===== config.mk =====
export PLATFORM = sky130hd
export DESIGN_NAME = onehot_sequencer
export DESIGN_NICKNAME = d
export VERILOG_FILES = /design/src/rtl/onehot_sequencer.sv
export SDC_FILE = /design/constraint.sdc
export NUM_CORES = 1
export LEC_CHECK = 0
export CORE_MARGIN = 2
export CORE_UTILIZATION = 54
export DETAILED_ROUTE_END_ITERATION = 8
export PLACE_DENSITY = 0.81
export SETUP_SLACK_MARGIN = 0.05
export SLEW_MARGIN = 0
export SYNTH_ARGS = -nofsm -noshare
export SYNTH_HDL_FRONTEND = slang
export SYNTH_SLANG_ARGS = --single-unit

===== constraint.sdc =====
create_clock -name clk -period 2.6 [get_ports clk]
set_input_delay 0.52 -clock clk [delete_from_list [all_inputs] [get_ports clk]]
set_output_delay 0.52 -clock clk [all_outputs]
set_load 0.01 [all_outputs]

===== src/rtl/onehot_sequencer.sv =====
// rtl/onehot_sequencer.sv - registered N-to-2^N one-hot decoder with handshaked direct select and dwell-timed scan
module onehot_sequencer #(
    parameter int N       = 3,
    parameter int DWELL_W = 4
) (
    input  logic                 clk,
    input  logic                 rst,
    input  logic                 enable,
    input  logic                 mode,
    input  logic                 sel_valid,
    input  logic [N-1:0]         sel,
    output logic                 sel_ready,
    input  logic [DWELL_W-1:0]   dwell,
    output logic [(2**N)-1:0]    D,
    output logic [N-1:0]         index,
    output logic                 wrap
);

    localparam int W = 2**N;

    typedef enum logic [1:0] {IDLE, DIRECT, SCAN} state_t;

    state_t             state;
    logic [DWELL_W-1:0] cnt;
    logic [N-1:0]       index_inc;

    assign index_inc = index + N'(1);

    function automatic logic [W-1:0] onehot(input logic [N-1:0] i);
        logic [W-1:0] r;
        r    = '0;
        r[i] = 1'b1;
        return r;
    endfunction

    always_ff @(posedge clk or posedge rst) begin
        if (rst) begin
            state     <= IDLE;
            D         <= '0;
            index     <= '0;
            cnt       <= '0;
            wrap      <= 1'b0;
            sel_ready <= 1'b1;
        end else begin
            sel_ready <= ~mode;
            wrap      <= 1'b0;
            // Disabled: blank the lines, everything else holds its value.
            if (!enable) begin
                D <= '0;
            end else begin
                case (state)
                    IDLE: begin
                        if (mode) begin
                            state <= SCAN;
                            index <= '0;
                            cnt   <= '0;
                            D     <= onehot(N'(0));
                        end else begin
                            state <= DIRECT;
                            D     <= onehot(index);
                        end
                    end
                    DIRECT: begin
                        // A mode change beats a handshake offered on the same edge.
                        if (mode) begin
                            state <= SCAN;
                            index <= '0;
                            cnt   <= '0;
                            D     <= onehot(N'(0));
                        end else if (sel_valid && sel_ready) begin
                            index <= sel;
                            D     <= onehot(sel);
                        end else begin
                            D <= onehot(index);
                        end
                    end
                    SCAN: begin
                        if (!mode) begin
                            state <= DIRECT;
                            D     <= onehot(index);
                        end else if (cnt >= dwell) begin
                            cnt   <= '0;
                            index <= index_inc;
                            D     <= onehot(index_inc);
                            wrap  <= &index;
                        end else begin
                            cnt <= cnt + 1'b1;
                            D   <= onehot(index);
                        end
                    end
                    default: state <= IDLE;
                endcase
            end
        end
    end

endmodule


==> results of run 1 <==
## area by class of cell
class,count,area [sq um],area share
clock buffer,3,22.5,0.0118
inverter,12,45.0,0.0235
multi-input combinational,145,1030,0.537
sequential,19,477,0.249
timing repair buffer,30,298,0.156
tap,31,38.8,0.0203
clock inverter,1,5.00,0.00261
## routing by layer
| layer | routed length (um) | up-vias | GRT usage |
|---|---|---|---|
| met5 | 0 | - | 0 |
| met4 | 59 | 0 | 0.107 |
| met3 | 171 | 8 | 0.0308 |
| met2 | 1810 | 48 | 0.389 |
| met1 | 1720 | 722 | 0.335 |
| li1 | - | 725 | - |
## through the flow
stage | total power [mW] | cell area (sq um)
after floorplan | 1.17 | 1620
after global placement | 1.44 | 1890
after detailed placement | 1.47 | 1890
after CTS | 1.63 | 1910
after global routing | 1.77 | 1910
final | 1.63 | 1910
## how the worst max path moves through the flow
stage                                   to  cells after the start
after global routing      D[5]$_DFFE_PP0P_                      8
after detailed placement  D[1]$_DFFE_PP0P_                      9
after global placement    D[3]$_DFFE_PP0P_                      8
after floorplan           D[1]$_DFFE_PP0P_                      7
after CTS                 D[1]$_DFFE_PP0P_                      9
final                     D[5]$_DFFE_PP0P_                      9
## cells by family after synthesis
logic type,count (synthesis),synth area share
AO/OA/AOI/OAI,48,0.221
adder cells (fa/ha/maj),11,0.0847
buffers and inverters,23,0.0732
flip-flops,19,0.294
multiplexers,11,0.0817
AND/OR/NAND/NOR,75,0.246
## worst max-delay path: cells and delay by family
kind / cells / cell delay [ns]
buf+inv: 3 / 0.65
simple gates: 1 / 0.37
compound gates: 3 / 0.43
fa+ha+maj: 1 / 0.21
mux: 1 / 0.29
## power by group
group          internal, mW  leakage [nW]  total (mW)  switching (mW)
sequential            0.377         0.254       0.465          0.0881
combinational         0.470         0.573        1.02           0.547
clock                0.0574        0.0177       0.153          0.0953
total                 0.904         0.845        1.63           0.730
## flip-flops by register name, indices dropped and copies added (netlist names)
signal and count:
D 8, cnt 4, index 3, sel_ready 1, state 2, wrap 1
## placed cells by master, fill, tap and decap left out, types with 4 or more instances in the layout
cell type	instances
sky130_fd_sc_hd__o21a_1	5
sky130_fd_sc_hd__dfrtp_1	18
sky130_fd_sc_hd__nand2_1	20
sky130_fd_sc_hd__o21ai_1	6
sky130_fd_sc_hd__nand3_1	8
sky130_fd_sc_hd__clkdlybuf4s50_1	24
sky130_fd_sc_hd__nor2_1	10
sky130_fd_sc_hd__ha_1	11
sky130_fd_sc_hd__buf_4	5
sky130_fd_sc_hd__nand3b_1	4
sky130_fd_sc_hd__a22oi_1	7
sky130_fd_sc_hd__o221ai_1	4
sky130_fd_sc_hd__a21oi_1	4
sky130_fd_sc_hd__o21ai_0	4
sky130_fd_sc_hd__nor2b_1	6
sky130_fd_sc_hd__nor3_1	7
sky130_fd_sc_hd__mux2_4	4
sky130_fd_sc_hd__inv_1	12
sky130_fd_sc_hd__mux2i_1	5
==> insert_results.sql, run 1 <==
INSERT INTO impl_metrics (metric_group, metric, value, unit) VALUES
('pwr', 'vdd.ir_drop.worst', '564', 'uV'),
('worst_setup_path', 'cp.required', '2.83', 'ns'),
('detailed_routing', 'drt_drc_violations_left', '2', ''),
('floorplan', 'core_area', '2810', 'sq um'),
('worst_setup_path', 'start_kind', 'input pin', ''),
('synth', 'yosysTopAreaCell', 'sky130_fd_sc_hd__dfrtp_1', ''),
('grt', 'first_pass_grt_wire_length', '6560', 'um'),
('worst_setup_path', 'timing.rr.end', 'D[5]$_DFFE_PP0P_', ''),
('clock_tree', 'cts.hold.buffers_added', '0', ''),
('timing', 'fmax', '0.444', 'GHz'),
('worst_setup_path', 'max_stage_delay', '0.47', 'ns'),
('timing', 'worst_slack', '0.350', 'ns'),
('clock_tree', 'numCtsBuffers', '3', ''),
('place', 'place_congestion', '0.995', ''),
('synth', 'sequential_cell_area_fraction_in_the_yosys_report', '0.294', ''),
('place', 'pre_cts_slack', '0.0336', 'ns'),
('worst_setup_path', 'critPathKind', 'in2reg', ''),
('timing', 'setup_tns', '0', 'ns'),
('floorplan', 'die_width', '58.8', 'um'),
('min_path', 'hp-class', 'reg2reg', ''),
('floorplan', 'floorplan.die.height', '58.8', 'um'),
('worst_setup_path', 'crit_path_end_kind', 'flop', ''),
('timing', 'worstMarginPinSlew', '0.743', 'ns'),
('worst_setup_path', 'critical-path-slowest-cell', 'sky130_fd_sc_hd__clkdlybuf4s50_1', ''),
('synth', 'mappedNetlistArea', '1620', 'sq um'),
('detailed_routing', 'vias', '1503', ''),
('timing', 'unrepaired_setup_endpoints_after_global_routing', 'no', ''),
('timing', 'fin_worst_skew', '0.0117', 'ns'),
('finish', 'final_cell_count_no_fill', '241', ''),
('timing', 'post-route-period-util', '0.865', ''),
('place', 'number_of_placed_cells_counting_well_taps', '237', ''),
('finish', 'layout-drive-gt1-share', '0.119', ''),
('status', 'failing_checks', 'DRC', ''),
('grt', 'antenna_found_initial', '0', ''),
('synth', 'netlist.area_leader.share', '0.277', ''),
('synth', 'synthFlopType', 'sky130_fd_sc_hd__dfrtp_1', ''),
('clock_tree', 'clk_path_buf_depth', '2', ''),
('synth', 'yosys-top-cells-area', 'sky130_fd_sc_hd__dfrtp_1 (28%), sky130_fd_sc_hd__ha_1 (8.5%), sky130_fd_sc_hd__nand2_1 (4.6%)', ''),
('status', 'status', 'complete, but fails checks', ''),
('worst_setup_path', 'timing.critical_path.arrival', '2.48', 'ns'),
('worst_setup_path', 'crit_start', 'dwell[1]', ''),
('clock_tree', 'cts_setup_buffers', '0', ''),
('pwr', 'power_per_cell_area', '854', 'nW/um^2'),
('timing', 'period_needed', '2.25', 'ns'),
('detailed_routing', 'wl', '3770', 'um'),
('clock_tree', 'cts_clock_pin_slew_for_the_worst_setup_and_hold_paths', '0.12', 'ns'),
('synth', 'ys_warn_count', '0', ''),
('finish', 'antenna-diode-count', '0', ''),
('timing', 'report.final.hold_viol_count', '0', ''),
('synth', 'synth.most_common_cell', 'sky130_fd_sc_hd__nand2_1', ''),
('worst_setup_path', 'worstReg2RegStart', 'index[1]$_DFFE_PP0P_', ''),
('place', 'total_half_perimeter_wirelength_after_legalization_and_detailed_placement', '2940', 'um'),
('synth', 'synth.lib_cells_used.distinct', '46', ''),
('worst_setup_path', 'worstPathCellList', 'clkdlybuf4s50_1, inv_1, ha_1, or3b_1, o2111ai_2, a21o_1, buf_12, mux2_4, o21ai_1', ''),
('pwr', 'cellLeakagePower', '0.845', 'nW'),
('timing', 'finalMaxSlewViolations', '0', ''),
('detailed_routing', 'antenna_left', '0', ''),
('finish', 'filler_cell_count', '236', ''),
('floorplan', 'placementRows', '19', ''),
('grt', 'grt_max_degree', '20', ''),
('timing', 'timing.hold.ws', '0.528', 'ns'),
('floorplan', 'design.portCount', '25', ''),
('clock_tree', 'clockRootBuffer', 'sky130_fd_sc_hd__clkbuf_4', ''),
('min_path', 'min_to', 'D[0]$_DFFE_PP0P_', ''),
('synth', 'synthTopCellsByCount', 'sky130_fd_sc_hd__nand2_1 (20), sky130_fd_sc_hd__dfrtp_1 (18), sky130_fd_sc_hd__inv_1 (12)', ''),
('grt', 'first_global_vias', '1460', ''),
('clock_tree', 'cts-resized-gates', '0', ''),
('synth', 'synth.ff_latch_count', '19', ''),
('timing', 'slew_hr', '0.504', ''),
('synth', 'synth-edff-count', '0', ''),
('timing', 'finalSetupViolations', '0', '');
Note: power is estimated with default switching activity, not from simulation.
==> inputs of run 2 (changes only) <==
--- a/config.mk
+++ b/config.mk
@@ -5,12 +5,13 @@
 export SDC_FILE = /design/constraint.sdc
 export NUM_CORES = 1
 export LEC_CHECK = 0
+export ABC_AREA = 0
 export CORE_MARGIN = 2
 export CORE_UTILIZATION = 54
 export DETAILED_ROUTE_END_ITERATION = 8
 export PLACE_DENSITY = 0.81
 export SETUP_SLACK_MARGIN = 0.05
-export SLEW_MARGIN = 0
+export SLEW_MARGIN = 10
 export SYNTH_ARGS = -nofsm -noshare
 export SYNTH_HDL_FRONTEND = slang
 export SYNTH_SLANG_ARGS = --single-unit
==> results of run 2 <==
Same layout as run 1: the final DEF is identical, and so are final timing and power.
==> inputs of run 3 (changes only) <==
--- a/config.mk
+++ b/config.mk
@@ -5,7 +5,6 @@
 export SDC_FILE = /design/constraint.sdc
 export NUM_CORES = 1
 export LEC_CHECK = 0
-export ABC_AREA = 0
 export CORE_MARGIN = 2
 export CORE_UTILIZATION = 54
 export DETAILED_ROUTE_END_ITERATION = 8
==> results of run 3 <==
Same layout as run 1: the final DEF is identical, and so are final timing and power.
